File: src/rtl/hazard_ctrl_if.sv
// Pipeline hazard-unit signal bundle: Decode/Execute register fields in,
// forwarding selects, stall/flush controls and tracked M/W state out.
interface hazard_ctrl_if;
    logic [31:0] Instr_D;
    logic [4:0]  Rs1_E;
    logic [4:0]  Rs2_E;
    logic [4:0]  RD_E;
    logic        RF_WE_E;
    logic        Result_E;
    logic [1:0]  ForwardA_E;
    logic [1:0]  ForwardB_E;
    logic        ForwardA_D;
    logic        ForwardB_D;
    logic        Stall_F;
    logic        Stall_D;
    logic        Flush_E;
    logic [4:0]  RD_M;
    logic [4:0]  RD_W;
    logic        RF_WE_M;
    logic        RF_WE_W;
    logic        Result_M;
    logic [15:0] Stall_cnt;

    modport master (
        output Instr_D, Rs1_E, Rs2_E, RD_E, RF_WE_E, Result_E,
        input  ForwardA_E, ForwardB_E, ForwardA_D, ForwardB_D,
        input  Stall_F, Stall_D, Flush_E,
        input  RD_M, RD_W, RF_WE_M, RF_WE_W, Result_M, Stall_cnt
    );

    modport slave (
        input  Instr_D, Rs1_E, Rs2_E, RD_E, RF_WE_E, Result_E,
        output ForwardA_E, ForwardB_E, ForwardA_D, ForwardB_D,
        output Stall_F, Stall_D, Flush_E,
        output RD_M, RD_W, RF_WE_M, RF_WE_W, Result_M, Stall_cnt
    );
endinterface

File: src/rtl/hazard_ctrl.sv
// Five-stage pipeline hazard unit: tracks the destination register through M
// and W, selects ALU/Decode bypasses and raises a one-cycle load-use stall.
module hazard_ctrl (
    input  logic         clk,
    input  logic         rst,
    hazard_ctrl_if.slave hz
);

    logic [4:0]  rd_m_q, rd_m_d;
    logic        rf_we_m_q, rf_we_m_d;
    logic        ld_m_q, ld_m_d;
    logic [4:0]  rd_w_q, rd_w_d;
    logic        rf_we_w_q, rf_we_w_d;
    logic [15:0] stall_cnt_q, stall_cnt_d;

    logic [4:0]  rs1_d_s;
    logic [4:0]  rs2_d_s;
    logic        lw_stall_s;
    logic [1:0]  fwd_a_e_s;
    logic [1:0]  fwd_b_e_s;
    logic        fwd_a_d_s;
    logic        fwd_b_d_s;

    // M result is newer than W, so it takes precedence when both match.
    function automatic logic [1:0] fwd_sel(
        input logic [4:0] rs,
        input logic [4:0] rd_m,
        input logic       we_m,
        input logic [4:0] rd_w,
        input logic       we_w
    );
        logic [1:0] sel;
        if (we_m && (rd_m != 5'd0) && (rd_m == rs)) begin
            sel = 2'b10;
        end else if (we_w && (rd_w != 5'd0) && (rd_w == rs)) begin
            sel = 2'b01;
        end else begin
            sel = 2'b00;
        end
        return sel;
    endfunction

    function automatic logic reg_hit(
        input logic [4:0] rs,
        input logic [4:0] rd,
        input logic       we
    );
        return we && (rd != 5'd0) && (rd == rs);
    endfunction

    assign rs1_d_s = hz.Instr_D[19:15];
    assign rs2_d_s = hz.Instr_D[24:20];

    // Forwarding selects and load-use detection, all same-cycle.
    always_comb begin
        fwd_a_e_s  = fwd_sel(hz.Rs1_E, rd_m_q, rf_we_m_q, rd_w_q, rf_we_w_q);
        fwd_b_e_s  = fwd_sel(hz.Rs2_E, rd_m_q, rf_we_m_q, rd_w_q, rf_we_w_q);
        fwd_a_d_s  = reg_hit(rs1_d_s, rd_w_q, rf_we_w_q);
        fwd_b_d_s  = reg_hit(rs2_d_s, rd_w_q, rf_we_w_q);
        lw_stall_s = hz.Result_E & hz.RF_WE_E & (hz.RD_E != 5'd0) &
                     ((hz.RD_E == rs1_d_s) | (hz.RD_E == rs2_d_s));
    end

    // Next state: tracking never freezes, so a stall's bubble flows on to M and W.
    always_comb begin
        rd_m_d      = hz.RD_E;
        rf_we_m_d   = hz.RF_WE_E;
        ld_m_d      = hz.Result_E;
        rd_w_d      = rd_m_q;
        rf_we_w_d   = rf_we_m_q;
        stall_cnt_d = stall_cnt_q;
        if (lw_stall_s && (stall_cnt_q != 16'hFFFF)) begin
            stall_cnt_d = stall_cnt_q + 16'd1;
        end else begin
            stall_cnt_d = stall_cnt_q;
        end
    end

    // State registers with synchronous reset taking priority over the counter.
    always_ff @(posedge clk) begin
        if (rst) begin
            rd_m_q      <= 5'd0;
            rf_we_m_q   <= 1'b0;
            ld_m_q      <= 1'b0;
            rd_w_q      <= 5'd0;
            rf_we_w_q   <= 1'b0;
            stall_cnt_q <= 16'd0;
        end else begin
            rd_m_q      <= rd_m_d;
            rf_we_m_q   <= rf_we_m_d;
            ld_m_q      <= ld_m_d;
            rd_w_q      <= rd_w_d;
            rf_we_w_q   <= rf_we_w_d;
            stall_cnt_q <= stall_cnt_d;
        end
    end

    assign hz.ForwardA_E = fwd_a_e_s;
    assign hz.ForwardB_E = fwd_b_e_s;
    assign hz.ForwardA_D = fwd_a_d_s;
    assign hz.ForwardB_D = fwd_b_d_s;
    assign hz.Stall_F    = lw_stall_s;
    assign hz.Stall_D    = lw_stall_s;
    assign hz.Flush_E    = lw_stall_s;
    assign hz.RD_M       = rd_m_q;
    assign hz.RD_W       = rd_w_q;
    assign hz.RF_WE_M    = rf_we_m_q;
    assign hz.RF_WE_W    = rf_we_w_q;
    assign hz.Result_M   = ld_m_q;
    assign hz.Stall_cnt  = stall_cnt_q;

endmodule

File: src/flat_wrapper.sv
// flat-port wrapper written by rule: the top's interface ports become plain ports
module hazard_ctrl_flat 
  (clk, rst, hz_Instr_D, hz_Rs1_E, hz_Rs2_E, hz_RD_E, hz_RF_WE_E, hz_Result_E, hz_ForwardA_E, hz_ForwardB_E, hz_ForwardA_D, hz_ForwardB_D, hz_Stall_F, hz_Stall_D, hz_Flush_E, hz_RD_M, hz_RD_W, hz_RF_WE_M, hz_RF_WE_W, hz_Result_M, hz_Stall_cnt);
  hazard_ctrl_if hz_i ();
  input  logic clk;
  input  logic rst;
  input wire logic [$bits(hz_i.Instr_D)-1:0] hz_Instr_D;
  input wire logic [$bits(hz_i.Rs1_E)-1:0] hz_Rs1_E;
  input wire logic [$bits(hz_i.Rs2_E)-1:0] hz_Rs2_E;
  input wire logic [$bits(hz_i.RD_E)-1:0] hz_RD_E;
  input wire logic [$bits(hz_i.RF_WE_E)-1:0] hz_RF_WE_E;
  input wire logic [$bits(hz_i.Result_E)-1:0] hz_Result_E;
  output wire logic [$bits(hz_i.ForwardA_E)-1:0] hz_ForwardA_E;
  output wire logic [$bits(hz_i.ForwardB_E)-1:0] hz_ForwardB_E;
  output wire logic [$bits(hz_i.ForwardA_D)-1:0] hz_ForwardA_D;
  output wire logic [$bits(hz_i.ForwardB_D)-1:0] hz_ForwardB_D;
  output wire logic [$bits(hz_i.Stall_F)-1:0] hz_Stall_F;
  output wire logic [$bits(hz_i.Stall_D)-1:0] hz_Stall_D;
  output wire logic [$bits(hz_i.Flush_E)-1:0] hz_Flush_E;
  output wire logic [$bits(hz_i.RD_M)-1:0] hz_RD_M;
  output wire logic [$bits(hz_i.RD_W)-1:0] hz_RD_W;
  output wire logic [$bits(hz_i.RF_WE_M)-1:0] hz_RF_WE_M;
  output wire logic [$bits(hz_i.RF_WE_W)-1:0] hz_RF_WE_W;
  output wire logic [$bits(hz_i.Result_M)-1:0] hz_Result_M;
  output wire logic [$bits(hz_i.Stall_cnt)-1:0] hz_Stall_cnt;
  assign hz_i.Instr_D = hz_Instr_D;
  assign hz_i.Rs1_E = hz_Rs1_E;
  assign hz_i.Rs2_E = hz_Rs2_E;
  assign hz_i.RD_E = hz_RD_E;
  assign hz_i.RF_WE_E = hz_RF_WE_E;
  assign hz_i.Result_E = hz_Result_E;
  assign hz_ForwardA_E = hz_i.ForwardA_E;
  assign hz_ForwardB_E = hz_i.ForwardB_E;
  assign hz_ForwardA_D = hz_i.ForwardA_D;
  assign hz_ForwardB_D = hz_i.ForwardB_D;
  assign hz_Stall_F = hz_i.Stall_F;
  assign hz_Stall_D = hz_i.Stall_D;
  assign hz_Flush_E = hz_i.Flush_E;
  assign hz_RD_M = hz_i.RD_M;
  assign hz_RD_W = hz_i.RD_W;
  assign hz_RF_WE_M = hz_i.RF_WE_M;
  assign hz_RF_WE_W = hz_i.RF_WE_W;
  assign hz_Result_M = hz_i.Result_M;
  assign hz_Stall_cnt = hz_i.Stall_cnt;
  hazard_ctrl u_core (.clk(clk), .rst(rst), .hz(hz_i));
endmodule
File: config.mk
export PLATFORM = sky130hd
export DESIGN_NAME = hazard_ctrl_flat
export DESIGN_NICKNAME = d
export VERILOG_FILES = /design/src/rtl/hazard_ctrl_if.sv /design/src/rtl/hazard_ctrl.sv /design/src/flat_wrapper.sv
export SDC_FILE = /design/constraint.sdc
export NUM_CORES = 1
export LEC_CHECK = 0
export BUFFER_PORTS_ARGS = -buffer_cell sky130_fd_sc_hd__buf_2
export CAP_MARGIN = 40
export CORE_MARGIN = 8
export CORE_UTILIZATION = 46
export CTS_CLUSTER_DIAMETER = 120
export DETAILED_ROUTE_END_ITERATION = 12
export PLACE_DENSITY_LB_ADDON = 0.25
export SLEW_MARGIN = 40
export SYNTH_ARGS = -nofsm -noshare
export SYNTH_HDL_FRONTEND = slang
export SYNTH_SLANG_ARGS = --single-unit
File: constraint.sdc
create_clock -name clk -period 2.5 [get_ports clk]
set_clock_uncertainty 0.2 [all_clocks]
set_input_delay 0.5 -clock clk [delete_from_list [all_inputs] [get_ports clk]]
set_output_delay 0.5 -clock clk [all_outputs]
set_load 0.005 [all_outputs]
== Yosys cells after proc, flatten, opt, wreduce, memory -nomap -nowiden ==
Cells that the tools add are included.

* Register bits after elaboration: 29
* Input port bits: 51
* Output and inout bits: 38
* Logic and storage cells: 36

* $add $sub $neg: 1
* Eq/ne operators: 9
* Muxes and demuxes: 4
* Bitwise operators: 4
* Reductions and logical operators: 12

{| class="wikitable"
|+ Operators by type and width
! kind !! count
|-
| 5-bit equality test || 8
|-
| 16-bit by 1-bit adder with 16-bit output, second input constant || 1
|-
| 16-bit != test, second input constant || 1
|-
| 5-bit nonzero test || 3
|-
| 1-bit logical AND || 9
|-
| 2-bit 2-to-1 mux || 2
|-
| 1-bit bitwise AND || 3
|-
| 1-bit 2-to-1 mux || 2
|-
| 1-bit OR || 1
|}

== Longest topological paths before layout ==
Gate-level depths: netlist (run 1).

* Depth in word-level cells: 5
* Mapped depth: 7
* Mapped depth without buffers: 6

== Worst setup path after synthesis (run 1) ==
OpenSTA, ideal clock, no wires.

* Path kind: input port to output port
* Start: in hz_Instr_D[18]
* End: out hz_Stall_D
* Data arrival time: 1.670 ns
* Data required time: 1.800 ns
* Setup slack: 0.130 ns
* Stages: 7
* Buffers on the path: 3
* Cell sequence: xor2_1 > nor3_1 > a22oi_2 > buf_4 > buf_2 > nor2_1 > buf_4

* Word-level cells in the longest chain between the ends: 3

{| class="wikitable"
|+ Ends and longest elaborated chain
! item !! RTL line !! RTL
|-
| start, declared || flat_wrapper.sv:7 || <nowiki>input wire logic [$bits(hz_i.Instr_D)-1:0] hz_Instr_D;</nowiki>
|-
| 5-bit equality test || hazard_ctrl.sv:61 || <nowiki>((hz.RD_E == rs1_d_s) | (hz.RD_E == rs2_d_s));</nowiki>
|-
| 1-bit OR || hazard_ctrl.sv:61 ||
|-
| 1-bit bitwise AND || hazard_ctrl.sv:60 || <nowiki>lw_stall_s = hz.Result_E & hz.RF_WE_E & (hz.RD_E != 5'd0) &</nowiki>
|-
| end, declared || flat_wrapper.sv:18 || <nowiki>output wire logic [$bits(hz_i.Stall_D)-1:0] hz_Stall_D;</nowiki>
|}

No other way between the ends.

== Final worst setup path (run 1) ==
* Start: reg u_core.rd_w_q[0], in the netlist u_core.hz.RD_W[0]
* End: out hz_ForwardB_E[0]

* Word-level cells in the longest chain between the ends: 5
* Elaborated cells between the ends (all ways): 6
* Those cells by class: eq/ne: 1; mux: 2; reduce/logical: 3

{| class="wikitable"
|+ Ends and longest elaborated chain
! item !! RTL line !! RTL
|-
| start, declared || hazard_ctrl.sv:12 || <nowiki>logic [4:0] rd_w_q, rd_w_d;</nowiki>
|-
| start signal, assigned || hazard_ctrl.sv:92 || <nowiki>rd_w_q <= rd_w_d;</nowiki>
|-
| 5-bit nonzero test || hazard_ctrl.sv:35 || <nowiki>end else if (we_w && (rd_w != 5'd0) && (rd_w == rs)) begin</nowiki>
|-
| 1-bit logical AND || hazard_ctrl.sv:35 ||
|-
| 1-bit logical AND (*) || hazard_ctrl.sv:35 ||
|-
| 1-bit 2-to-1 mux (*) || hazard_ctrl.sv:35 ||
|-
| 2-bit 2-to-1 mux (*) || hazard_ctrl.sv:33 || <nowiki>if (we_m && (rd_m != 5'd0) && (rd_m == rs)) begin</nowiki>
|-
| end, declared || flat_wrapper.sv:14 || <nowiki>output wire logic [$bits(hz_i.ForwardB_E)-1:0] hz_ForwardB_E;</nowiki>
|}

Every way passes the cells marked *; elsewhere a longest branch is shown, timed or not.

==> results.json, run 1 <==
{
  "wirelength_mm": 5.09,
  "grt_pass1_wl_mm": 8.42,
  "layout_common_cells": "66 x buf_2, 28 x xor2_1, 25 x dfxtp_1",
  "start_util_pct": 46.4,
  "ys_ff_latch": 29,
  "slew_headroom_pct": 61.8,
  "leakage_nw": 1.06,
  "grt.met3_usage_pct": 5.30,
  "cts_tree": "built",
  "hold_violations": 0,
  "place_area_sq_um": 2280,
  "grt-busiest-layer": "met2",
  "ff2ff_setup_slack_ns": 0.25,
  "insertion_delay_ns": 0.29,
  "synth.cell_area_sq_um": 1820,
  "clkPwrFrac_pct": 46.8,
  "use_met2_pct": 29.3,
  "drtPass1Iterations": 4,
  "drt_iter0_drc": 29,
  "cap_violations": 0,
  "final_core_util_pct": 63.0,
  "die_x_microns": 78.8,
  "worstPathRequired_ns": 1.80,
  "hold_path_class": "primary input to flop",
  "htreeDepth": 2,
  "final_common_cell": "buf_2",
  "worstRegToRegCells": 6,
  "die_h_microns": 78.8,
  "p_per_area_nw_per_um2": 506,
  "synth.largest_area_cell": "dfxtp_1",
  "switching_share_pct": 23.2,
  "ys.flop_type": "dfxtp_1",
  "viasPerCell": 5.32,
  "timing.rr.end": "u_core.hz.Stall_cnt[9]",
  "sequentialPowerShare_pct": 38.4,
  "min_period_ns": 2.44,
  "hp-start": "hz_Result_E",
  "synthArstFlopShare_pct": 0,
  "crit_fanout": 4,
  "num-nets-final": 337,
  "peakVddDrop_mv": 0.569,
  "power_w": 0.00125,
  "die_area_sq_um": 6220,
  "end_kind": "primary output",
  "coreArea_sq_um": 3910,
  "crit_type": "flop to primary output",
  "numClockSinks": 29,
  "ios": 89,
  "setup_viol": 0,
  "avgRoutedWirePerCell_microns": 15.1,
  "antenna_found_initial": 0,
  "layout-drive-gt1-share_pct": 39.9,
  "rsz0062_at_grt": "true",
  "overflow": 0,
  "syn_nets": 257,
  "grt_usage_pct": 16.7,
  "period_share_pct": 97.6,
  "diodes": 0,
  "status": "finished clean",
  "yosysSeqAreaShare_pct": 32.0,
  "grt_max_degree": 34,
  "syn_area_per_cell_sq_um": 8.86,
  "hold_depth": 2,
  "met1_usage_pct": 18.1,
  "hold_end": "u_core.hz.Result_M",
  "ys_warn_count": 0,
  "clk_pin_slew_ns": 0.06,
  "synthCells": 205,
  "cts_made_buffers": 5,
  "syn2layout_area_growth_pct": 35.7,
  "ctsHoldBuffers": 0,
  "cts_root_buf": "clkbuf_8",
  "fp-row-count": 23,
  "p_comb_share_pct": 14.8,
  "dpl.hpwl_mm": 3.89,
  "synth-edff-count": 0,
  "port_buffers": 66,
  "synthDistinctLibCells": 39,
  "final_cell_area_sq_um": 2470,
  "synthTopCellsByArea": "dfxtp_1 32%, xor2_1 13%, nor2b_1 5.9%",
  "cts.path.max_buffers": 2,
  "synth_top_area_share_pct": 32.0,
  "setup_tns_ns": 0,
  "whs_ns": 0.287,
  "remaining_drc_errors": 0,
  "ant_nets": 0,
  "power.internal_w": 0.000958,
  "final_max_slew_viol_count": 0,
  "worst-slew-pin-transition_ns": 0.573,
  "worstSetupStartpointType": "flop",
  "grt_pass1_vias": 1858,
  "p_switching_w": 0.000290,
  "fmax_ghz": 0.410,
  "rr_startpoint": "u_core.hz.Stall_cnt[0]",
  "num_vias": 1787,
  "place_congestion": 0.830,
  "cp.arrival_ns": 1.74
}
timing repair:
item / 4_1_cts / 5_1_grt
setup buffers: 3 / 0
gates resized for setup: 9 / 3
pin swaps: 6 / 3
setup endpoints to repair: 2 / 4
worst max-delay path by stage:
stage | end | from | slack, ns
after global placement | hz_Flush_E | hz_RD_E[3] | 0.14
final | hz_ForwardB_E[0] | u_core.hz.RD_W[0] | 0.06
after floorplan | hz_Stall_D | hz_Instr_D[18] | 0.13
after CTS | hz_ForwardB_E[0] | u_core.hz.RD_W[0] | -0.02
after detailed placement | hz_Stall_D | hz_RD_E[3] | 0.13
after global routing | hz_ForwardA_E[0] | u_core.hz.RD_W[1] | -0.04
layout make-up:
type | instances | area (sq um)
Clock buffer | 5 | 68.8
Clock inverter | 3 | 65.1
Fill cell | 372 | 1450
Inverter | 4 | 15.0
Multi-Input combinational cell | 159 | 1160
Sequential cell | 29 | 586
Tap cell | 50 | 62.6
Timing Repair Buffer | 86 | 504
state kept, by name (all words and copies together), names as in the netlist:
name	flops
u_core.hz.Stall_cnt	16
u_core.hz.RD_M	5
u_core.hz.RD_W	5
u_core.hz.RF_WE_M	1
u_core.hz.RF_WE_W	1
u_core.hz.Result_M	1
kinds of logic after synthesis:
logic type | after synthesis | share of synthesized area [%]
DFF | 29 | 32.0
buffers and inverters | 17 | 4.68
muxes | 5 | 3.65
AOI/OAI and AO/OA | 27 | 11.0
adders and majority gates | 1 | 0.689
xor gates and xnor gates | 40 | 19.3
and+or+nand+nor | 86 | 28.7
metrics by stage:
step | setup WS, ns | instances
2_1_floorplan | 0.130 | 205
3_3_place_gp | 0.137 | 325
3_5_place_dp | 0.130 | 325
4_1_cts | -0.0159 | 336
5_1_grt | -0.0435 | 336
6_report | 0.0593 | 336
cells in the mapped netlist (6+ instances only):
cell type,count
xor2_1,28
nor2b_1,17
o31ai_1,9
a21oi_1,9
or4_1,13
nor4_1,8
clkbuf_1,6
nand2_1,7
xnor2_1,12
nand3_1,10
nor2_1,12
dfxtp_1,29
critical path, cell delays in order (launching register included):
cell	delay, ns
dfxtp_2	0.32
buf_6	0.12
xor2_1	0.13
or4_1	0.52
nor4_1	0.21
buf_2	0.15
power by group through the flow:
stage	clock network [W]	registers (W)	logic (W)
final	0.000584	0.000480	0.000184
after global routing	0.000615	0.000481	0.000202
after CTS	0.000597	0.000479	0.000183
after detailed placement	0	0.000488	0.000177
after global placement	0	0.000488	0.000174
after floorplan	0	0.000492	0.0000928
routing by layer:
layer	share of wire, %	vias to the layer above
li1	-	889
met3	6.6	10
met5	0	-
met4	1.8	0
met1	42	843
met2	49	45
Power figures use the tool's default switching activity.
==> run 2, diff against run 1 <==
==> constraint.sdc (replaced) <==
create_clock -name clk -period 2.5 [get_ports clk]
set_clock_uncertainty 0.2 [all_clocks]
set_input_delay 0.5 -clock clk [delete_from_list [all_inputs] [get_ports clk]]
set_output_delay 0.5 -clock clk [all_outputs]
set_load 0.1 [all_outputs]
==> run 2 against run 1 <==
The flow now finishes with violations (negative setup slack); total power shrank 0.90%; register-to-register slack got worse by 0.05 ns; cell count decreased by 0.89%; non-clock buffer count shrank 3; routed wire length increased by 2.2%; count of clock-buffer cells in the layout unchanged; die area stayed put; via count decreased by 1.1%; setup slack got worse by 0.18 ns; largest power group is now registers.
==> results.json, run 2 (synthesis gave the netlist of run 1 again) <==
{
  "slowest_delay_ns": 0.56,
  "num_vias": 1768,
  "fmax_ghz": 0.382,
  "cts.path.max_buffers": 2,
  "hold_violations": 0,
  "leakage_nw": 1.08,
  "antenna_found_initial": 0,
  "end_kind": "primary output",
  "grt_usage_pct": 16.7,
  "die_h_microns": 78.8,
  "final_common_cell": "buf_2",
  "numClockSinks": 29,
  "cts_root_buf": "clkbuf_8",
  "peakVddDrop_mv": 0.258,
  "setup_viol": 2,
  "cts_tree": "built",
  "seq_area_sq_um": 644,
  "worstSetupStartpointType": "flop",
  "nFillCells": 326,
  "setup_slack_ns": -0.120,
  "ios": 89,
  "status": "complete, but fails checks",
  "period_share_pct": 105,
  "drt_iter0_drc": 43,
  "num-nets-final": 334,
  "avgRoutedWirePerCell_microns": 15.6,
  "final_core_util_pct": 68.9,
  "hold_path_class": "primary input to flop",
  "cap_violations": 0,
  "grt_pass1_vias": 1780,
  "clk_pin_slew_ns": 0.06,
  "final_cell_area_sq_um": 2700,
  "die_area_sq_um": 6220,
  "overflow": 0,
  "layout_common_cells": "57 x buf_2, 28 x xor2_1, 17 x nor2b_1",
  "ctsHoldBuffers": 0,
  "largest_reg_flops": 16,
  "coreArea_sq_um": 3910,
  "cp.arrival_ns": 1.92,
  "violations": "negative setup slack",
  "p_per_area_nw_per_um2": 458,
  "crit_chain": "xor2_1 -> or4_4 -> nor4_4 -> buf_12",
  "diodes": 0,
  "wirelength_mm": 5.20,
  "grt_pass1_wl_mm": 8.57,
  "port_buffers": 66,
  "dpl.hpwl_mm": 4.03,
  "multiInputGateArea_sq_um": 1290,
  "rsz0062_at_grt": "true",
  "place_congestion": 0.853,
  "slowest_stage": "or4_4",
  "min_period_ns": 2.62,
  "worstPathRequired_ns": 1.80,
  "slew_headroom_pct": 61.9,
  "start_util_pct": 46.4,
  "place_area_sq_um": 2540,
  "drtPass1Iterations": 4,
  "insertion_delay_ns": 0.28,
  "final_max_slew_viol_count": 0,
  "crit_fanout": 6,
  "cts_made_buffers": 5,
  "htreeDepth": 2,
  "viasPerCell": 5.31,
  "ant_nets": 0,
  "remaining_drc_errors": 0,
  "grt_max_degree": 34,
  "layout-drive-gt1-share_pct": 49.8,
  "crit_type": "flop to primary output",
  "die_x_microns": 78.8,
  "power_w": 0.00124,
  "worst-slew-pin-transition_ns": 0.572,
  "fp-row-count": 23,
  "syn2layout_area_growth_pct": 48.5
}
[run 2: final cells by class]
class	instances	area share, %
inverters	4	0.557
multi-input cells	159	47.7
flip-flops and latches	29	23.9
repair buffers	83	21.5
well taps	50	2.32
clock inverters	3	1.53
clock buffers	5	2.55
[run 2: per-layer routing]
layer	track usage [%]	part of all wire [%]
met1	18.7	41
met2	30.2	53
met4	4.44	0.50
met5	0	0
met3	4.63	5.8
[run 2: final timing paths]
kind         cells past startpoint              startpoint  slack, ns                      to
max                              4       u_core.hz.RD_W[0]      -0.12        hz_ForwardB_E[0]
min                              2             hz_Result_E       0.29      u_core.hz.Result_M
max reg2reg                      7  u_core.hz.Stall_cnt[0]       0.20  u_core.hz.Stall_cnt[7]
min reg2reg                      2  u_core.hz.Stall_cnt[5]       0.29  u_core.hz.Stall_cnt[5]
[run 2: worst max-delay path: cells and delay by family (launching register included)]
family | cells | cell delay, ns
buffers and inverters | 1 | 0.22
XOR/XNOR | 1 | 0.15
AND/OR/NAND/NOR | 2 | 0.90
flip-flops | 1 | 0.37
[run 2: what timing repair did]
item                                    CTS  global route
endpoints found under the setup margin    7             5
gates resized for setup                   5             3
pin swaps                                 2             1
setup buffers                             1             2
[run 2: power by group]
group          internal [W]  leakage (nW)  switching [W]
sequential         0.000465         0.251      0.0000179
clock              0.000293        0.0518       0.000180
combinational     0.0000939         0.775       0.000186
[run 2: metrics by stage]
| stage | setup TNS [ns] | hold slack, ns | cells | setup WS, ns |
|---|---|---|---|---|
| 2_1_floorplan | -3.07 | 0.421 | 205 | -0.705 |
| 3_3_place_gp | -0.129 | 0.275 | 323 | -0.0497 |
| 3_5_place_dp | -0.188 | 0.284 | 323 | -0.0900 |
| 4_1_cts | -0.263 | 0.272 | 332 | -0.132 |
| 5_1_grt | -0.351 | 0.292 | 333 | -0.176 |
| 6_report | -0.224 | 0.288 | 333 | -0.120 |
